$ cat config.mk
export PLATFORM = sky130hd
export DESIGN_NAME = unidade_busca
export DESIGN_NICKNAME = d
export VERILOG_FILES = /design/src/rtl/unidade_busca_pkg.sv /design/src/rtl/unidade_busca_pc.sv /design/src/rtl/unidade_busca.sv
export SDC_FILE = /design/constraint.sdc
export NUM_CORES = 1
export LEC_CHECK = 0
export BUFFER_PORTS_ARGS = -buffer_cell sky130_fd_sc_hd__buf_2
export CORE_UTILIZATION = 39
export DETAILED_ROUTE_END_ITERATION = 8
export SYNTH_ARGS = -nofsm -noshare
export SYNTH_HDL_FRONTEND = slang
export SYNTH_SLANG_ARGS = --single-unit
$ cat constraint.sdc
create_clock -name Clock -period 2.72 [get_ports Clock]
set_input_delay 0.816 -clock Clock [delete_from_list [all_inputs] [get_ports Clock]]
set_output_delay 0.816 -clock Clock [all_outputs]
set_load 0.02 [all_outputs]
$ cat src/rtl/unidade_busca_pkg.sv
// unidade_busca_pkg: state encoding, opcodes and sizing shared by the fetch unit.
package unidade_busca_pkg;
   localparam int ADDR_W = 7;
   localparam logic [3:0] WDOG_LIMIT = 4'd8;
   localparam logic [2:0] S_IDLE    = 3'd0;
   localparam logic [2:0] S_FETCH   = 3'd1;
   localparam logic [2:0] S_DECODE  = 3'd2;
   localparam logic [2:0] S_IMM     = 3'd3;
   localparam logic [2:0] S_IMM_LAT = 3'd4;
   localparam logic [2:0] S_EXEC    = 3'd5;
   localparam logic [2:0] S_HALT    = 3'd6;
   localparam logic [2:0] OP_MV     = 3'b000;
   localparam logic [2:0] OP_MVI    = 3'b001;
   localparam logic [2:0] OP_SUB    = 3'b011;
   localparam logic [2:0] OP_MVNZ   = 3'b100;
   localparam logic [2:0] OP_HALT   = 3'b111;
   function automatic logic [2:0] opcode_of(input logic [15:0] w);
      return w[8:6];
   endfunction
endpackage

$ cat src/rtl/unidade_busca_pc.sv
// contador_pc: 7-bit program counter, async active-low clear, wraps modulo 128.
module contador_pc
   import unidade_busca_pkg::*;
(
   input  logic              clk_i,
   input  logic              rst_ni,
   input  logic              inc_i,
   output logic [ADDR_W-1:0] pc_o
);
   logic [ADDR_W-1:0] pc_q;
   always_ff @(posedge clk_i or negedge rst_ni)
      if (!rst_ni) pc_q <= '0;
      else if (inc_i) pc_q <= pc_q + 1'b1;
   assign pc_o = pc_q;
endmodule

$ cat src/rtl/unidade_busca.sv
// unidade_busca: instruction fetch FSM with mvi immediate fetch and an EXEC watchdog.
module unidade_busca
   import unidade_busca_pkg::*;
(
   input  logic        Clock,
   input  logic        Resetn,
   input  logic        Start,
   input  logic [15:0] MemData,
   input  logic        Done,
   output logic [6:0]  ADDR,
   output logic [8:0]  Instrucao,
   output logic [15:0] DIN,
   output logic        Run,
   output logic [6:0]  PC,
   output logic        Busy,
   output logic        Halted,
   output logic        Erro
);
   logic [2:0]  state_q, state_d;
   logic [8:0]  instr_q, instr_d;
   logic [15:0] din_q, din_d;
   logic [3:0]  wdog_q, wdog_d;
   logic        run_q, erro_q, erro_d, pc_inc;
   logic [2:0]  opcode;

   assign opcode = opcode_of(MemData);

   contador_pc u_pc (.clk_i(Clock), .rst_ni(Resetn), .inc_i(pc_inc), .pc_o(PC));

   always_comb begin
      state_d = state_q;
      instr_d = instr_q;
      din_d   = din_q;
      wdog_d  = wdog_q;
      erro_d  = erro_q;
      pc_inc  = 1'b0;
      case (state_q)
         S_IDLE:    state_d = Start ? S_FETCH : S_IDLE;
         S_FETCH:   state_d = S_DECODE;
         S_DECODE: begin
            instr_d = MemData[8:0];
            pc_inc  = 1'b1;
            wdog_d  = '0;
            state_d = (opcode == OP_HALT) ? S_HALT : (opcode == OP_MVI) ? S_IMM : S_EXEC;
         end
         S_IMM:     state_d = S_IMM_LAT;
         S_IMM_LAT: begin
            din_d   = MemData;
            pc_inc  = 1'b1;
            wdog_d  = '0;
            state_d = S_EXEC;
         end
         // Done is checked before expiry so a completion in the last allowed cycle is not an error
         S_EXEC: begin
            if (Done) state_d = S_FETCH;
            else if (wdog_q == WDOG_LIMIT - 4'd1) begin
               erro_d  = 1'b1;
               state_d = S_HALT;
            end else wdog_d = wdog_q + 4'd1;
         end
         S_HALT:    state_d = S_HALT;
         default:   state_d = S_IDLE;
      endcase
   end

   always_ff @(posedge Clock or negedge Resetn)
      if (!Resetn) begin
         state_q <= S_IDLE;
         instr_q <= '0;
         din_q   <= '0;
         wdog_q  <= '0;
         erro_q  <= 1'b0;
         run_q   <= 1'b0;
      end else begin
         state_q <= state_d;
         instr_q <= instr_d;
         din_q   <= din_d;
         wdog_q  <= wdog_d;
         erro_q  <= erro_d;
         run_q   <= (state_d == S_EXEC);
      end

   assign ADDR      = PC;
   assign Instrucao = instr_q;
   assign DIN       = din_q;
   assign Run       = run_q;
   assign Erro      = erro_q;
   assign Halted    = (state_q == S_HALT);
   assign Busy      = (state_q != S_IDLE) && (state_q != S_HALT);
endmodule

Word level (Yosys, flattened, before mapping):

Cells that the tools add are included.
W data, S select, Z words.

* register bits: 41
* logic and storage cells: 40
* output and inout bits: 43
* input bits: 20

* equality and inequality tests: 13
* $add $sub $neg: 2
* multiplexer cells: 10
* bitwise logic cells: 1
* reduce and logical (&&, ||, !) cells: 7

Operator list (number)
* $pmux W3 S7: 1
* $eq A3 B3 Y1 const B: 5
* $mux W3: 4
* $mux W4: 2
* $pmux W4 S2: 1
* $add A7 B1 Y7 const B: 1
* $eq A3 B1 Y1 const B: 2
* $eq A3 B2 Y1 const B: 2
* $reduce_and A3 Y1: 2
* $add A4 B1 Y4 const B: 1
* $eq A4 B3 Y1 const B: 1
* $ne A2 B2 Y1 const B: 2
* $logic_not A3 Y1: 1
* $ne A3 B3 Y1 const B: 1
* $reduce_bool A3 Y1: 1
* $mux W1: 2
* $reduce_bool A2 Y1: 1
* $reduce_or A2 Y1: 1
* $logic_and A1 B1 Y1: 1
* $not A1 Y1: 1

Longest topological paths before layout:

* depth after elaboration: 5
* depth in mapped cells: 5
* mapped depth without buffers: 4

Modules after synthesis:

From an unflattened synthesis, not the netlist that was laid out.

* cell total of the unflattened synthesis: 139
* area total of the unflattened synthesis: 1824.2 µm²

Modules (own cells, without submodules)
* unidade_busca: area each 1541.5 µm², seq. area each 850.8 µm², cells an instance 117, instances 1
* contador_pc: area each 282.8 µm², seq. area each 175.2 µm², cells an instance 22, instances 1

Worst setup path before layout:

OpenSTA, ideal clock, no wires.

* path type: flip-flop to output port
* start point: register state_q[0]
* end point: output Halted
* setup slack: 784 ps
* data required time: 1904 ps
* arrival time: 1120 ps
* cell stages (with the launch flop): 5
* path through: dfrtp_1 buf_4 clkbuf_1 nand2b_1 nor2_1

* word-level cells in the longest chain between the ends: 1

Ends and longest elaborated chain
* start, declared: line unidade_busca.sv:19 `logic [2:0] state_q, state_d;`
* start signal, assigned: line unidade_busca.sv:75 `state_q <= state_d;`
* $eq A3 B3 Y1: line unidade_busca.sv:88 `assign Halted = (state_q == S_HALT);`
* end, declared: line unidade_busca.sv:16 `output logic Halted,`

Every way passes these cells.

Final worst setup path:

* start point: register state_q[1]
* end point: output Busy

* word-level cells in the longest chain between the ends: 2
* elaborated cells on any way between the ends: 3

Ends and longest elaborated chain
* $ne A3 B3 Y1 / $reduce_bool A3 Y1 (equally long branches): line unidade_busca.sv:89 `assign Busy = (state_q != S_IDLE) && (state_q != S_HALT);`
* $logic_and A1 B1 Y1 (*): line unidade_busca.sv:89
* end, declared: line unidade_busca.sv:15 `output logic Busy,`

Every way passes the cells marked *; elsewhere a longest branch is shown, timed or not.

==> results.md <==
- The net count reported at finish is 223.
- STA classifies the critical path startpoint as a register.
- In the global route stage, overall resource usage came out at between 10% and 20%.
- The initial cell density of the core is roughly two fifths.
- The startpoint identified for the worst register-to-register timing path is state_q[2].
- During synthesis, Yosys emitted a total of 0 warnings.
- The highest attainable clock frequency is about 0.44 GHz.
- The total routed wirelength is around 3600 um.
- The area enclosed by the die boundary is 5040 um2.
- The smallest hold slack is 0.464 ns.
- The detailed router finished its first iteration with 67 violations.
- The routed wire length per instance is between 10 and 15 um.
- After clock tree synthesis, the clock-pin slew on the worst setup and hold paths is roughly 0.070 ns.
- The endpoint class of the critical path is an output port.
- The maximum fanout along the worst path is 11.
- Setup total negative slack on the finished layout was measured at 0 ns.
- In this run the cell area of the synthesized design comes to 1860 um2.
- The post-placement cell area is roughly 2200 um2.
- Data on the critical path arrives at its endpoint at about 1.4 ns.
- The checks that failed: design-rule violations.
- The worst-case IR drop observed on VDD is around 0.54 mV.
- Yosys mapped the design onto 32 distinct sky130hd cell types.
- The number of antenna cells inserted is 0.
- The max-slew violation total from the final report is 0.
- Synthesis produced a netlist whose cell count is ~140.
- Dividing the synthesized area by the synthesized cell count gives 13.0 um2.
- At the pin with the least slew margin, the transition time is approximately 0.91 ns.
- The area of the core is 4470 um2.
- For this design the static power due to leakage is between 1 and 1.5 nW.
- The fraction of final layout cells with drive strength greater than 1 is a little over 50%.
- The design draws about 0.0028 W.
- The critical path launch point is state_q[1].
- The source-to-sink clock delay at the later pin of the worst-skew pair is 0.28 ns.
- The floorplan die width is between 70 and 80 um.
- The number of port buffers is 62.
- The number of global-route vias before repair is approximately 1.4k.
- Setup repair after global routing left no endpoint under its margin.
- The clock passes through at most 2 buffers.
- The pin count of the biggest net entering global routing is 42.
- The cell sitting at the root of the clock tree is a clkbuf_8.
- In the routed layout, each cell is associated on average with a via count of around 5.2.
- Max-cap violations in this run came to 0.
- Setup violations remaining at the end of the flow were counted as 0.
- Synthesis inferred 41 register bits.
- The first global-routing pass estimated approximately 6100 um of wire.
- The count of boundary I/O pins is 63.
- The number of nets in the synthesized netlist is 165.
- The type of the most critical hold path is reg -> reg.
- The HPWL reported at the end of detailed placement is around 2600 um.
- The startpoint-to-endpoint class of the critical path is reg -> out.
- Hold repair after CTS inserted 0 buffers.
- The final number of hold-violating endpoints came to 0.
- The clock arrives with around 0.0034 ns of skew.
- The post-layout minimum cycle time is 2.25 ns.
- CTS built an H-tree with a depth of 2.
- The die height is 71 um.
- The global-route congestion overflow total is 0.
- The number of setup buffers added after CTS is 0.
- The clock net in this run drives a total of 41 sinks.
- Once the clock tree was built, the resizer swapped 0 gates to a different size.
- The total CTS buffers is 5.
- The first detailed-routing pass ran for 6 iterations.
- The number of antenna violations at the first check in global routing is 0.
- The post-route clock period utilization is about 83%.
- The DRC violation count after routing is 5.
- The finished cells cover approximately 2200 um2.
- Data on the critical path is required at its endpoint by between 1.5 and 2 ns.
- The detail route stage leaves a number of antenna-violating nets equal to 0.
- The startpoint identified for the worst hold timing path is Erro.
- TritonCTS built the clock tree.
- The number of core rows is 24.
- The headroom to the max-slew limit is between 30 and 40%.
- The run finished, with violations left.
- For this run, the register share of the synthesized area comes to 55.3%.
- For this design the ratio of total power to cell area is around 1300 nW/um2.
- At the end of routability-driven placement, the weighted congestion stood at roughly 0.8.
- The final design utilization is 50.1%.
- The area growth from synthesis to final layout is 20.7%.
- Summing over every cut layer, the via total after detailed routing is 1309.
logic make-up (layout without fill, tap and decap cells):
kind of cell	count (synthesis)	count (layout)	share of synthesized area, %
multiplexers	26	26	15.8
flip-flops	41	41	55.3
adder cells (fa/ha/maj)	2	2	1.35
AND/OR/NAND/NOR	34	34	11.7
XOR/XNOR	8	8	4.78
buffers and inverters	16	75	5.73
AO/OA/AOI/OAI	16	16	5.39
metal layers:
layer,part of all wire (%),global-route usage (%),routed length [um]
met1,41,19.2,1490
met2,50,26.2,1790
met3,7.2,5.13,257
met4,1.6,6.67,59
met5,0,0,0
cell type report:
cell class | count | area (um2)
timing repair buffer | 64 | 325
fill | 402 | 2230
clock inverter | 1 | 7.51
clock buffer | 7 | 76.3
inverter | 3 | 11.3
multi-input combinational | 86 | 729
tap | 52 | 65.1
sequential | 41 | 1030
through the flow:
stage | worst slack, ns | std cells
floorplan | 0.784 | 143
global placement | 0.811 | 246
detailed placement | 0.741 | 246
CTS | 0.441 | 254
global route | 0.376 | 254
finish | 0.467 | 254
flip-flops by register name (all words and copies together), names as in the netlist:
register	cells
DIN	16
Erro	1
u_pc.pc_o	7
Instrucao	9
wdog_q	4
state_q	3
Run	1
where the power goes:
part,internal (W),switching (W),total [W]
logic,0.000588,0.000766,0.00135
registers,0.000882,0.000238,0.00112
clock network,0.000181,0.000191,0.000372
total,0.00165,0.00120,0.00285
synth_stat cells (all sizes together):
master / number / area (um2)
o21ai: 6 / 30.0
nand4b: 2 / 17.5
ha: 2 / 25.0
buf: 12 / 91.3
nor2: 6 / 22.5
or4b: 1 / 10.0
nand4bb: 1 / 16.3
o22ai: 1 / 6.26
or4: 1 / 7.51
xor2: 6 / 52.6
a32oi: 1 / 8.76
clkbuf: 1 / 3.75
nand2: 6 / 22.5
nor3b: 2 / 15.0
nor3: 4 / 31.3
o311ai: 1 / 8.76
o221ai: 2 / 17.5
nand2b: 3 / 18.8
a21o: 1 / 8.76
and4bb: 1 / 12.5
nor2b: 1 / 6.26
inv: 3 / 11.3
mux2: 26 / 293
xnor2: 2 / 36.3
dfrtp: 41 / 1030
a21oi: 4 / 20.0
nand3: 5 / 25.0
and3b: 1 / 12.5
worst max-delay path, cell delays in order (launching register included):
cell,delay [ns]
dfrtp_1,0.55
xnor2_4,0.36
nand2b_1,0.08
buf_2,0.16
cells in the final DEF, fill, tap and decap left out, drive strengths merged:
| cell type | synthesis | final |
|---|---|---|
| buf | 12 | 64 |
| dfrtp | 41 | 41 |
| mux2 | 26 | 26 |
| clkbuf | 1 | 7 |
| nor2 | 6 | 6 |
| o21ai | 6 | 6 |
| nand2 | 6 | 6 |
| xor2 | 6 | 6 |
| nand3 | 5 | 5 |
| a21oi | 4 | 4 |
| nor3 | 4 | 4 |
| inv | 3 | 3 |
| nand2b | 3 | 3 |
| nand4b | 2 | 2 |
| o221ai | 2 | 2 |
| ha | 2 | 2 |
| xnor2 | 2 | 2 |
| nor3b | 2 | 2 |
| and3b | 1 | 1 |
| o22ai | 1 | 1 |
| or4b | 1 | 1 |
| nor2b | 1 | 1 |
| o311ai | 1 | 1 |
| a32oi | 1 | 1 |
| nand4bb | 1 | 1 |
| or4 | 1 | 1 |
| and4bb | 1 | 1 |
| a21o | 1 | 1 |
| clkinvlp | 0 | 1 |
path summary, 6_finish.rpt:
check / to / slack [ns] / depth (start not counted)
setup / recovery: Busy / 0.47 / 3
hold / removal: Erro / 0.46 / 1
setup reg to reg: DIN[11] / 1.04 / 4
hold reg to reg: Erro / 0.46 / 1
max in group asynchronous: DIN[7] / 1.49 / 1
min in group asynchronous: state_q[0] / 0.66 / 1
No activity file was read; power rests on OpenSTA's default activity.
